$ cat src/rtl/inst_rom_loader.sv
// Byte-stream boot loader for the 64-entry instruction memory.
// Frame layout: count byte, big-endian 32-bit words, XOR checksum byte.
// The CPU is held while a frame is being loaded. Completion is signalled
// with a one-cycle done pulse, and err reports a checksum mismatch.
module inst_rom_loader #(
  parameter int ADDR_W = 6,
  parameter int DEPTH  = 64
) (
  input  logic              clk,
  input  logic              rst,
  input  logic              load_req,
  input  logic              in_valid,
  input  logic [7:0]        in_data,
  output logic              in_ready,
  output logic              we,
  output logic [ADDR_W-1:0] waddr,
  output logic [31:0]       wdata,
  output logic              cpu_hold,
  output logic              busy,
  output logic              done,
  output logic              err
);

  // One extra bit so that a full-depth word count (DEPTH) is representable.
  localparam int CNT_W = ADDR_W + 1;

  typedef enum logic [2:0] {
    S_IDLE,
    S_COUNT,
    S_DATA,
    S_WRITE,
    S_CHECK,
    S_DONE
  } state_t;

  state_t            state;
  logic [CNT_W-1:0]  words;
  logic [ADDR_W-1:0] widx;
  logic [1:0]        bidx;
  logic [23:0]       shreg;
  logic [7:0]        xsum;
  logic              accept;

  assign accept = in_valid & in_ready;

  // A count of zero means a full memory; anything above DEPTH is clamped.
  function automatic logic [CNT_W-1:0] clamp_count(input logic [7:0] n);
    if (n == 8'd0 || {1'b0, n} > 9'(DEPTH))
      return CNT_W'(DEPTH);
    return CNT_W'(n);
  endfunction

  // Loader state machine; every output is registered here.
  always_ff @(posedge clk or posedge rst) begin
    if (rst) begin
      state    <= S_IDLE;
      in_ready <= 1'b0;
      we       <= 1'b0;
      waddr    <= '0;
      wdata    <= '0;
      cpu_hold <= 1'b0;
      busy     <= 1'b0;
      done     <= 1'b0;
      err      <= 1'b0;
      words    <= '0;
      widx     <= '0;
      bidx     <= '0;
      shreg    <= '0;
      xsum     <= '0;
    end else begin
      we   <= 1'b0;
      done <= 1'b0;
      case (state)
        S_IDLE: begin
          if (load_req) begin
            state    <= S_COUNT;
            in_ready <= 1'b1;
            busy     <= 1'b1;
            cpu_hold <= 1'b1;
            err      <= 1'b0;
            widx     <= '0;
            bidx     <= '0;
            xsum     <= '0;
          end
        end
        S_COUNT: begin
          // The count byte is deliberately kept out of the checksum.
          if (accept) begin
            words <= clamp_count(in_data);
            state <= S_DATA;
          end
        end
        S_DATA: begin
          if (accept) begin
            xsum  <= xsum ^ in_data;
            shreg <= {shreg[15:0], in_data};
            bidx  <= bidx + 2'd1;
            if (bidx == 2'd3) begin
              // Fourth byte completes the word: present it next cycle.
              we       <= 1'b1;
              waddr    <= widx;
              wdata    <= {shreg, in_data};
              in_ready <= 1'b0;
              state    <= S_WRITE;
            end
          end
        end
        S_WRITE: begin
          widx     <= widx + ADDR_W'(1);
          bidx     <= '0;
          in_ready <= 1'b1;
          if ((CNT_W'(widx) + CNT_W'(1)) == words)
            state <= S_CHECK;
          else
            state <= S_DATA;
        end
        S_CHECK: begin
          if (accept) begin
            err      <= (in_data != xsum);
            in_ready <= 1'b0;
            done     <= 1'b1;
            state    <= S_DONE;
          end
        end
        S_DONE: begin
          // Hold stays asserted through the done cycle and drops after it.
          busy     <= 1'b0;
          cpu_hold <= 1'b0;
          state    <= S_IDLE;
        end
        default: begin
          in_ready <= 1'b0;
          busy     <= 1'b0;
          cpu_hold <= 1'b0;
          state    <= S_IDLE;
        end
      endcase
    end
  end

endmodule
$ cat config.mk
export PLATFORM = sky130hd
export DESIGN_NAME = inst_rom_loader
export DESIGN_NICKNAME = d
export VERILOG_FILES = /design/src/rtl/inst_rom_loader.sv
export SDC_FILE = /design/constraint.sdc
export NUM_CORES = 1
export LEC_CHECK = 0
export ABC_AREA = 1
export CORE_MARGIN = 5
export CORE_UTILIZATION = 29
export DETAILED_ROUTE_END_ITERATION = 8
export DONT_BUFFER_PORTS = 1
export PLACE_DENSITY = 0.51
export SYNTH_ARGS = -nofsm -noshare
export SYNTH_HDL_FRONTEND = slang
export SYNTH_SLANG_ARGS = --single-unit
export TNS_END_PERCENT = 1
$ cat constraint.sdc
create_clock -name clk -period 5.79 [get_ports clk]
set_clock_uncertainty 0.1 [all_clocks]
set_input_delay 0.579 -clock clk [delete_from_list [all_inputs] [get_ports clk]]
set_output_delay 0.579 -clock clk [all_outputs]
set_load 0.03 [all_outputs]
Word level (Yosys, flattened, before mapping)
Cells that the tools add are included.

word-level totals
  register bits after elaboration = 93
  bits in latches = 0
  bits in writable memories = 0
  ROM bits = 0
  input port bits = 12
  output and inout bits = 44
  word-level logic and storage cells = 87
  memories kept = 0

cells by class
  $add $sub $neg = 3
  multipliers = 0
  div/mod/pow operators = 0
  order comparisons = 1
  eq/ne operators = 13
  shift-type cells = 0
  muxes and demuxes = 34
  bitwise logic cells = 4
  reduce and logical (&&, ||, !) cells = 19

operators with widths
  operator                                                                         count
  3-bit 2-to-1 mux                                                                 6
  8-bit 2-to-1 mux                                                                 2
  8-bit one-hot mux with 2 select lines                                            1
  3-bit one-hot mux with 5 select lines                                            1
  1-bit 2-to-1 mux                                                                 14
  7-bit 2-to-1 mux                                                                 2
  6-bit one-hot mux with 2 select lines                                            1
  3-bit AND reduction                                                              4
  2-bit != test, second input constant                                             5
  5-bit AND reduction                                                              2
  8-bit by 7-bit greater-than comparator with 1-bit output, second input constant  1
  8-bit zero test                                                                  1
  8-bit != test                                                                    1
  2-bit AND reduction                                                              4
  8-bit bitwise XOR                                                                1
  6-bit by 1-bit adder with 7-bit output, second input constant                    1
  7-bit equality test                                                              1
  6-bit by 1-bit adder with 6-bit output, second input constant                    1
  3-bit by 2-bit equality test with 1-bit output, second input constant            2
  3-bit equality test, second input constant                                       2
  6-bit 2-to-1 mux                                                                 1
  2-bit one-hot mux with 3 select lines                                            1
  2-bit nonzero test                                                               3
  1-bit one-hot mux with 5 select lines                                            1
  other kinds (12)                                                                 15

Longest topological paths before layout
  depth in word-level cells = 6
  mapped depth = 11
  mapped depth without buffers = 11

Worst setup path before layout
No wires, ideal clock.

  path kind = register to register
  start point = register in_ready
  end point = register waddr[0]
  setup time = 0.123 ns
  data arrival time = 1.502 ns
  data required time = 5.567 ns
  setup slack = 4.065 ns
  stages on the path, launching flop included = 10
  path buffers = 2
  clock period less this slack = 1.725 ns
  path through = dfrtp_1 -> nand2_1 -> inv_1 -> nand2_2 -> nor2_8 -> inv_2 -> buf_6 -> buf_6 -> nand2_1 -> o21ai_1

between the ends
  cells in the longest elaborated chain, start to end = 2

RTL lines
  item                           RTL line  text
  start: declaration             14        output logic in_ready,
  start signal: assignment       57        in_ready <= 1'b0;
  start signal: assignment       77        in_ready <= 1'b1;
  start signal: assignment       103       in_ready <= 1'b0;
  1-bit AND                      44        assign accept = in_valid & in_ready;
  3-bit AND reduction (no line)  --
  end signal: assignment         101       waddr <= widx;
  end: declaration               16        output logic [ADDR_W-1:0] waddr,

Every way passes these cells.
A chain may end at the register's enable or synchronous reset.

Final worst setup path
  start point = register in_ready
  end point = register wdata[6]

between the ends
  cells in the longest elaborated chain, start to end = 2

RTL lines
  item                           RTL line  text
  1-bit AND                      44
  3-bit AND reduction (no line)  --
  end signal: assignment         102       wdata <= {shreg, in_data};
  end: declaration               17        output logic [31:0] wdata,

Every way passes these cells.

==> flow_metrics.env <==
export IMPL_hpwl_um=6260
export IMPL_cp_arrival_ns=2.79
export IMPL_finalSetupViolCount=0
export IMPL_drive_above_1_share=0.0569
export IMPL_crit_type="reg -> reg"
export IMPL_postPlaceCellArea_um2=4130
export IMPL_report_final_slew_viol_count=0
export IMPL_cp_buffers_inverters=3
export IMPL_yosysTopAreaCellShare=0.584
export IMPL_clock_sinks=93
export IMPL_whs_path_depth=2
export IMPL_synth_top_cell_by_area="dfrtp_1"
export IMPL_slew_limit_headroom=0.351
export IMPL_grt_pass1_vias=2746
export IMPL_first_pass_iters=6
export IMPL_synth_fp_nets=468
export IMPL_crit_family="buffers and inverters"
export IMPL_worst_ep_required_time_ns=5.87
export IMPL_clk_latency_ns=0.34
export IMPL_syn_cell_area_um2=3990
export IMPL_grt_use_total=0.111
export IMPL_grt_max_degree=76
export IMPL_fill_cells=1411
export IMPL_cts_resized_gates=0
export IMPL_ys_types=28
export IMPL_ios=56
export IMPL_wl_met1_um=3890
export IMPL_avgViaCountPerCell=4.50
export IMPL_synth_most_common_cell="nand2_1"
export IMPL_critical_path_max_fanout=68
export IMPL_crit_chain="nand2_1 -> inv_1 -> nand2_2 -> buf_4 -> nor2_8 -> inv_2 -> o21ai_0"
export IMPL_rsz0062_at_grt="false"
export IMPL_wl_met2_um=3800
export IMPL_powerDensity_nw_per_um2=482
export IMPL_holdPathEnd="wdata[0]"
export IMPL_period_share=0.468
export IMPL_avgSynthCellArea_um2=8.78
export IMPL_ff_latch_area_um2=2330
export IMPL_period_minus_slack_ns=2.71
export IMPL_vias=2846
export IMPL_initial_core_util=0.299
export IMPL_gp_congestion=0.789
export IMPL_outcome="finished, final reports clean"
export IMPL_r2r_end="wdata[6]"
export IMPL_gr_total_overflow=0
export IMPL_htreeDepth=3
export IMPL_core_area_um2=13300
export IMPL_antenna_found_initial=0
export IMPL_ys_top_cells_by_area="dfrtp_1, nand2_1, o21ai_0, inv_1, nand3_1"
export IMPL_fp_dieW_um=127
export IMPL_cts_hold_buf=1
export IMPL_antenna_left=0
export IMPL_worstSetupEndpointType="flop"
export IMPL_seq_area_frac_synth=0.584
export IMPL_hold_slack_ns=0.289
export IMPL_worstReg2RegStart="in_ready"
export IMPL_highest_signal_layer="met4"
export IMPL_synthArstFlopShare=1.00
export IMPL_path_clk_slew_ns=0.06
export IMPL_tritoncts="yes"
export IMPL_crit_cells=7
export IMPL_synth_edf_count=0
export IMPL_critPathLaunchType="flop"
export IMPL_placed_cells=616
export IMPL_hold_start="in_data[0]"
export IMPL_finalWorstSetupSlack_ns=3.08
export IMPL_dp_slack_ns=3.05
export IMPL_finish_instance_area_um2=4430
export IMPL_hold_violations=0
export IMPL_cts_setup_buffers=0
export IMPL_rrSetupSlack_ns=3.08
export IMPL_tns_ns=0
export IMPL_worst_slew_pin_slew_ns=0.973
export IMPL_slowest_delay_ns=0.73
export IMPL_ir_drop_mv=0.205
export IMPL_cts_buffers=9
export IMPL_yosys_top_cells_count="nand2_1, dfrtp_1, o21ai_0"
export IMPL_cts_root_buf="clkbuf_16"
export IMPL_leakage_nw=2.21
export IMPL_synth_ff_type="dfrtp_1"
export IMPL_ys_seq_elements=93
export IMPL_drt_iter0_drc=164
export IMPL_fin_cells=633
export IMPL_ys_warnings_count=0
export IMPL_cap_violations=0
export IMPL_die_height_um=127
export IMPL_drc=0
export IMPL_finish_utilization=0.332
export IMPL_num_rows=42
export IMPL_die_area_um2=16200
export IMPL_r2r_cells=7
export IMPL_fmaxAchievable_mhz=369
export IMPL_final_nets=466
export IMPL_diodes=0
export IMPL_syn2layout_area_growth_pct=11.0
export IMPL_cp_slowest_cell="inv_2"
export IMPL_portBuffers=0
export IMPL_cts_buffer_depth=2
export IMPL_wl_per_cell_um=13.7
export IMPL_wirelength_um=8680
export IMPL_power_mw=2.13
export IMPL_multiInputGateArea_um2=1350
export IMPL_syn_inst=454
export IMPL_hold_path_class="in -> reg"
export IMPL_grt_first_pass_wirelength_um=14300
export IMPL_wl_met3_um=815
-- routing by layer --
layer,track usage,vias up
li1,-,1446
met1,0.141,1330
met2,0.162,60
met3,0.0501,10
met4,0.0549,0
met5,0,-
-- sequential cells by signal (all words and copies together) (netlist names) --
name and flops:
bidx 2, busy 1, done 1, err 1
in_ready 1, shreg 24, state 3, waddr 6
wdata 32, we 1, widx 6, words 7
xsum 8
-- worst register-to-register path, cell delays in order (launching register included) --
cell and delay [ns]:
dfrtp_1 0.50, nand2_1 0.26, inv_1 0.12, nand2_2 0.08, buf_4 0.45, nor2_8 0.11
inv_2 0.73, o21ai_0 0.21
-- cells by family (layout without fill, tap and decap cells) --
group | after synthesis | in the layout | share of synthesized area
flops | 93 | 93 | 0.584
fa+ha+maj | 2 | 2 | 0.00628
simple gates | 203 | 203 | 0.215
buf+inv | 72 | 75 | 0.0769
xor+xnor | 8 | 8 | 0.0176
compound gates | 76 | 76 | 0.100
-- how the worst max path moves through the flow --
stage,startpoint,to
CTS,in_ready,wdata[6]
global route,in_ready,wdata[0]
floorplan,rst,bidx[0]
global placement,in_valid,wdata[5]
detailed placement,in_valid,wdata[6]
finish,in_ready,wdata[6]
-- cell usage in the layout, fill, tap and decap left out, drive strengths merged, types with 2 or more instances in the layout --
| master | n |
|---|---|
| o21ai | 66 |
| buf | 3 |
| nand4 | 3 |
| inv | 57 |
| xor2 | 6 |
| nor3 | 3 |
| nand2 | 140 |
| nor2 | 17 |
| nand3 | 37 |
| ha | 2 |
| clkbuf | 11 |
| nor4 | 2 |
| dfrtp | 93 |
| clkinv | 2 |
| a21oi | 3 |
| o22ai | 4 |
| xnor2 | 2 |
-- final cells by class --
| type | count | area share |
|---|---|---|
| clock buffer | 11 | 0.0548 |
| tap | 176 | 0.0497 |
| multi-input combinational | 289 | 0.306 |
| inverter | 55 | 0.0472 |
| clock inverter | 5 | 0.00961 |
| timing repair buffer | 4 | 0.00735 |
| sequential | 93 | 0.526 |
-- power by group --
part / internal, mW / switching (mW)
combinational: 0.179 / 0.350
clock: 0.307 / 0.254
sequential: 0.832 / 0.212
(Power assumes the default switching activity.)
